===== src/rtl/oldland_memstage.sv =====
// oldland_memstage: memory pipeline stage between execute and writeback.
//
// Issues one data-bus transaction per load/store and stalls upstream until
// the bus responds. It steers store data and byte lanes, extracts and
// zero-extends load data, and forwards the final register write. It pulses
// data_abort on bus error, timeout or (optionally) misalignment.
//
// Ports:
//   clk, rst                      clock, synchronous active-high reset
//   load_in, store_in, width_in   memory request from execute
//   mar, mdr                      byte address, store data
//   wr_val_in, wr_result_in,      pending non-load writeback
//   rd_sel_in
//   busy                          combinational stall to upstream
//   d_addr, d_bytesel, d_wr_val,  data-bus request (registered)
//   d_wr_en, d_access
//   d_data, d_ack, d_error        data-bus response
//   reg_wr_en, reg_wr_sel,        writeback (registered)
//   reg_wr_val
//   data_abort                    one-cycle abort pulse
//
// Parameters:
//   TIMEOUT_CYCLES  max cycles d_access is held without a response
//                   (0 disables the timeout)
//
// Build option:
//   OLDLAND_ALIGN_CHECK_EN  when defined, misaligned half/word requests
//                           abort without a bus access. Otherwise the low
//                           address bits below the access width are
//                           ignored.
//
// state | meaning
// ------+----------------------------------------------------------
// IDLE  | no bus transaction; pass-through writeback or accept request
// WAIT  | d_access held, waiting for d_ack / d_error / timeout

module oldland_memstage #(
  parameter int unsigned TIMEOUT_CYCLES = 255
) (
  input  logic        clk,
  input  logic        rst,
  input  logic        load_in,
  input  logic        store_in,
  input  logic [1:0]  width_in,
  input  logic [31:0] mar,
  input  logic [31:0] mdr,
  input  logic [31:0] wr_val_in,
  input  logic        wr_result_in,
  input  logic [3:0]  rd_sel_in,
  output logic        busy,
  output logic [31:0] d_addr,
  output logic [3:0]  d_bytesel,
  output logic [31:0] d_wr_val,
  output logic        d_wr_en,
  output logic        d_access,
  input  logic [31:0] d_data,
  input  logic        d_ack,
  input  logic        d_error,
  output logic        reg_wr_en,
  output logic [3:0]  reg_wr_sel,
  output logic [31:0] reg_wr_val,
  output logic        data_abort
);

  localparam int CNT_W = (TIMEOUT_CYCLES < 2) ? 1 : $clog2(TIMEOUT_CYCLES + 1);

  typedef enum logic {
    IDLE = 1'b0,
    WAIT = 1'b1
  } state_t;

  state_t      state_q, state_d;
  logic [31:0] addr_q, addr_d;
  logic [3:0]  bytesel_q, bytesel_d;
  logic [31:0] wr_val_q, wr_val_d;
  logic        wr_en_q, wr_en_d;
  logic        access_q, access_d;
  logic        is_load_q, is_load_d;
  logic [1:0]  width_q, width_d;
  logic [1:0]  lane_q, lane_d;
  logic [3:0]  rd_q, rd_d;
  logic [CNT_W-1:0] cnt_q, cnt_d;
  logic        reg_wr_en_q, reg_wr_en_d;
  logic [3:0]  reg_wr_sel_q, reg_wr_sel_d;
  logic [31:0] reg_wr_val_q, reg_wr_val_d;
  logic        abort_q, abort_d;

  logic        start;
  logic        timeout;
  logic        is_byte, is_half;
  logic [1:0]  req_lane;
  logic [3:0]  req_bytesel;
  logic [31:0] req_wr_val;
  logic [31:0] load_data;

  assign start   = (state_q == IDLE) && (load_in || store_in);
  assign timeout = (TIMEOUT_CYCLES != 0) && (state_q == WAIT) &&
                   (cnt_q == CNT_W'(TIMEOUT_CYCLES - 1));
  assign busy    = start ||
                   ((state_q == WAIT) && !d_ack && !d_error && !timeout);

  assign is_byte = (width_in == 2'b00);
  assign is_half = (width_in == 2'b01);

`ifdef OLDLAND_ALIGN_CHECK_EN
  logic misalign;
  assign misalign = (is_half && mar[0]) ||
                    (!is_byte && !is_half && (mar[1:0] != 2'b00));
`endif

  // Request-side steering; sub-width address bits are dropped so a
  // misaligned access (when not aborted) lands on the aligned lanes.
  always_comb begin
    req_lane    = 2'b00;
    req_bytesel = 4'b1111;
    req_wr_val  = mdr;
    if (is_byte) begin
      req_lane    = mar[1:0];
      req_bytesel = 4'b0001 << mar[1:0];
      req_wr_val  = {4{mdr[7:0]}};
    end else if (is_half) begin
      req_lane    = {mar[1], 1'b0};
      req_bytesel = mar[1] ? 4'b1100 : 4'b0011;
      req_wr_val  = {2{mdr[15:0]}};
    end
  end

  always_comb begin
    load_data = d_data;
    case (width_q)
      2'b00:   load_data = {24'd0, d_data[{lane_q, 3'b000} +: 8]};
      2'b01:   load_data = {16'd0, d_data[{lane_q[1], 4'b0000} +: 16]};
      default: load_data = d_data;
    endcase
  end

  always_comb begin
    state_d      = state_q;
    addr_d       = addr_q;
    bytesel_d    = bytesel_q;
    wr_val_d     = wr_val_q;
    wr_en_d      = wr_en_q;
    access_d     = access_q;
    is_load_d    = is_load_q;
    width_d      = width_q;
    lane_d       = lane_q;
    rd_d         = rd_q;
    cnt_d        = cnt_q;
    reg_wr_en_d  = 1'b0;
    reg_wr_sel_d = reg_wr_sel_q;
    reg_wr_val_d = reg_wr_val_q;
    abort_d      = 1'b0;

    case (state_q)
      IDLE: begin
        if (start) begin
`ifdef OLDLAND_ALIGN_CHECK_EN
          if (misalign) begin
            abort_d = 1'b1;
          end else begin
`else
          begin
`endif
            state_d   = WAIT;
            access_d  = 1'b1;
            wr_en_d   = store_in;
            is_load_d = !store_in;  // store wins when both are requested
            addr_d    = {mar[31:2], 2'b00};
            bytesel_d = req_bytesel;
            wr_val_d  = req_wr_val;
            width_d   = width_in;
            lane_d    = req_lane;
            rd_d      = rd_sel_in;
            cnt_d     = '0;
          end
        end else begin
          reg_wr_en_d  = wr_result_in;
          reg_wr_sel_d = rd_sel_in;
          reg_wr_val_d = wr_val_in;
        end
      end

      WAIT: begin
        if (d_error || timeout) begin
          state_d  = IDLE;
          access_d = 1'b0;
          wr_en_d  = 1'b0;
          abort_d  = 1'b1;
        end else if (d_ack) begin
          state_d      = IDLE;
          access_d     = 1'b0;
          wr_en_d      = 1'b0;
          reg_wr_en_d  = is_load_q;
          reg_wr_sel_d = rd_q;
          if (is_load_q) begin
            reg_wr_val_d = load_data;
          end
        end else begin
          cnt_d = cnt_q + CNT_W'(1);
        end
      end

      default: state_d = IDLE;
    endcase
  end

  always_ff @(posedge clk) begin
    if (rst) begin
      state_q      <= IDLE;
      addr_q       <= '0;
      bytesel_q    <= '0;
      wr_val_q     <= '0;
      wr_en_q      <= 1'b0;
      access_q     <= 1'b0;
      is_load_q    <= 1'b0;
      width_q      <= '0;
      lane_q       <= '0;
      rd_q         <= '0;
      cnt_q        <= '0;
      reg_wr_en_q  <= 1'b0;
      reg_wr_sel_q <= '0;
      reg_wr_val_q <= '0;
      abort_q      <= 1'b0;
    end else begin
      state_q      <= state_d;
      addr_q       <= addr_d;
      bytesel_q    <= bytesel_d;
      wr_val_q     <= wr_val_d;
      wr_en_q      <= wr_en_d;
      access_q     <= access_d;
      is_load_q    <= is_load_d;
      width_q      <= width_d;
      lane_q       <= lane_d;
      rd_q         <= rd_d;
      cnt_q        <= cnt_d;
      reg_wr_en_q  <= reg_wr_en_d;
      reg_wr_sel_q <= reg_wr_sel_d;
      reg_wr_val_q <= reg_wr_val_d;
      abort_q      <= abort_d;
    end
  end

  assign d_addr     = addr_q;
  assign d_bytesel  = bytesel_q;
  assign d_wr_val   = wr_val_q;
  assign d_wr_en    = wr_en_q;
  assign d_access   = access_q;
  assign reg_wr_en  = reg_wr_en_q;
  assign reg_wr_sel = reg_wr_sel_q;
  assign reg_wr_val = reg_wr_val_q;
  assign data_abort = abort_q;

endmodule


===== config.mk =====
export PLATFORM = sky130hd
export DESIGN_NAME = oldland_memstage
export DESIGN_NICKNAME = d
export VERILOG_FILES = /design/src/rtl/oldland_memstage.sv
export SDC_FILE = /design/constraint.sdc
export NUM_CORES = 1
export LEC_CHECK = 0
export CAP_MARGIN = 20
export CORE_MARGIN = 1
export CORE_UTILIZATION = 39
export DETAILED_ROUTE_END_ITERATION = 10
export GPL_ROUTABILITY_DRIVEN = 0
export GPL_TIMING_DRIVEN = 0
export PLACE_DENSITY = 0.78
export SLEW_MARGIN = 10
export SYNTH_ARGS = -nofsm -noshare
export SYNTH_HDL_FRONTEND = slang
export SYNTH_SLANG_ARGS = --single-unit

===== constraint.sdc =====
create_clock -name clk -period 1.7 [get_ports clk]
set_clock_uncertainty 0.15 [all_clocks]
set_input_delay 0.34 -clock clk [delete_from_list [all_inputs] [get_ports clk]]
set_output_delay 0.34 -clock clk [all_outputs]
set_load 0.05 [all_outputs]

==> results.json <==
{
  "status": "finished, violations left",
  "violations": "setup timing",
  "hold_buffers": 0,
  "clock-root-buffer": "clkbuf_16",
  "port_buffers": 244,
  "clk_pin_slew_ps": 60,
  "p_leak_nw": 3.790,
  "clk_path_buf_depth": 2,
  "drcViolationCount": 0,
  "synth_edf_count": 0,
  "synthFlopType": "dfxtp_1",
  "place_area_um2": 8512,
  "cap_violations": 0,
  "critPathSlowestCell": "o211ai_1",
  "synth_most_common_cell": "nand2_1",
  "tightest_slew_ps": 848.3,
  "syn_area_um2": 5803,
  "cp.arrival_ps": 1670,
  "max_freq_mhz": 463.2,
  "core_area_um2": 14530,
  "initial_utilization": 0.3993,
  "power.density_nw_per_um2": 954.3,
  "slew_viol_final": 0,
  "synth.ff_latch_count": 124,
  "max_stage_delay_ps": 330,
  "synth_area_leaders": "dfxtp_1 43%, nand2_1 9.9%, mux2i_1 6.9%",
  "insertion_delay_ps": 430,
  "finalNonFillerCells": 1188,
  "cp_cell_sequence": "inv_2 -> ha_4 -> nand4_1 -> o211ai_1 -> nand2_4 -> buf_8",
  "p_total_mw": 9.653,
  "io_pins": 250,
  "dr.pass1.iters": 7,
  "synth.top_cells.by_count": "153 x nand2_1, 124 x dfxtp_1, 76 x a21oi_1",
  "grt_pass1_wl_um": 34910,
  "die_h_um": 124.0,
  "drive_gt1_frac": 0.2968,
  "grt_usage": 0.3041,
  "relSlewSlack": 0.4344,
  "numClockSinks": 124,
  "drt_iter0_drc": 509,
  "synth_area_leader_cell": "dfxtp_1",
  "tns_ps": -8530,
  "ys_types": 48,
  "stdcell_area_um2": 10110,
  "hold_viol": 0,
  "ys_seq_area_frac": 0.4278,
  "syn-mean-instance-area_um2": 8.338,
  "period_needed_ps": 2159,
  "period_share": 1.270,
  "grt_setup_unrepaired": "true",
  "setup_viol": 48,
  "placed_cells": 1125,
  "wl_per_cell_um": 20.50,
  "cp_max_fo": 2,
  "async_flop_share": 0,
  "grt_pass1_vias": 6316,
  "required_ps": 1210,
  "routed_wl_um": 24360,
  "grt-ovfl-total": 0,
  "cts_htree_levels": 4,
  "setup_ws_ps": -459.0,
  "cp-end-kind": "primary output",
  "antenna_found_initial": 0,
  "synth_cells": 696,
  "antenna_cells": 0,
  "vdd.ir_drop.worst_uv": 663.0,
  "critPathLaunchType": "register",
  "post-dp-hpwl_um": 16060,
  "avgViaCountPerCell": 5.785,
  "die_w_um": 124.0,
  "cts_buffers": 17,
  "grt_max_degree": 17,
  "synth_warnings": 0,
  "rows": 44,
  "ant_nets": 0,
  "dieArea_um2": 15370,
  "rrSetupSlack_ps": -240,
  "synthDominantCellAreaShare": 0.4278,
  "critPathKind": "register to primary output",
  "vias": 6873,
  "nets": 1134,
  "syn2layout_area_growth_pct": 74.30,
  "min_path_type": "input pin to register",
  "cts_tree": "yes"
}
## worst paths after layout
| kind | from | to | cells after the start |
|---|---|---|---|
| worst max-delay path | cnt_q[0]$_SDFFE_PP0P_ | busy | 6 |
| worst min-delay path | rst | reg_wr_val[0]$_SDFFE_PP0P_ | 2 |
| worst min register to register | d_bytesel[1]$_SDFFE_PP0P_ | d_bytesel[1]$_SDFFE_PP0P_ | 2 |
| worst max register to register | cnt_q[0]$_SDFFE_PP0P_ | reg_wr_val[28]$_SDFFE_PP0P_ | 9 |
## flip-flops by register name, summed over array words and instances (netlist names), 2 cells and up
signal and cells:
width_q 2, lane_q 2, d_bytesel 4, reg_wr_val 32, reg_wr_sel 4, rd_q 4
d_wr_val 32, d_addr 30, cnt_q 8
## repair_timing
item | CTS | global route
cloned | 4 | 0
pin swaps | 22 | 30
setup buffers | 26 | 10
resized for setup | 438 | 89
endpoints found under the setup margin | 230 | 104
## per-layer routing
metal / track usage / vias to the layer above / share of wire
li1: - / 3133 / -
met1: 0.3660 / 3253 / 0.39
met2: 0.5059 / 405 / 0.48
met3: 0.08379 / 82 / 0.091
met4: 0.1324 / 0 / 0.043
met5: 0 / - / 0
## cells by family (layout without fill, tap and decap cells)
logic type      after synthesis  in the layout  synth area share
compound gates              235            235            0.2796
fa+ha+maj                     2              2          0.004312
buf+inv                      75            382           0.05822
flops                       124            124            0.4278
mux                          40             40           0.06899
other cells                   1              2         0.0006462
simple gates                219            219            0.1604
## critical path, delay by kind of cell, from the launching register on
family,cells,cell delay [ps]
AO/OA/AOI/OAI,1,330
buffers and inverters,2,230
AND/OR/NAND/NOR,2,210
flip-flops,1,320
adder cells (fa/ha/maj),1,130
## cell usage in the layout, fill, tap and decap left out, types with 24 or more instances in the layout
master / Yosys / final
mux2i_1: 40 / 40
a21oi_1: 76 / 72
clkdlybuf4s15_2: 0 / 93
a211oi_1: 42 / 25
dfxtp_1: 124 / 118
clkdlybuf4s50_1: 0 / 135
nor2_1: 32 / 31
o21ai_0: 28 / 24
nand2_1: 153 / 151
buf_4: 4 / 30
## power by group
group          total [mW]  switching [mW]  internal [mW]
sequential           3.25           0.133           3.12
combinational        2.65            1.63           1.02
clock                3.75            1.37           2.38
total                9.65            3.13           6.52
## final cells by class
class | count | area (um2)
fill | 1115 | 4419
multi-input combinational | 498 | 3441
timing repair buffer | 282 | 2890
sequential | 124 | 2495
clock buffer | 22 | 464.2
buffer | 59 | 415.4
tap | 184 | 230.2
clock inverter | 10 | 140.1
inverter | 9 | 38.79
## through the flow
step / hold WS [ps] / utilization / setup WS [ps]
CTS: 232.3 / 0.6769 / -414.4
finish: 209.2 / 0.6959 / -459.0
global route: 224.7 / 0.6959 / -525.2
detailed placement: 295.8 / 0.5857 / -1305
floorplan: 286.4 / - / -71.93
global placement: 291.5 / 0.5857 / -1294
(Power assumes the default switching activity.)
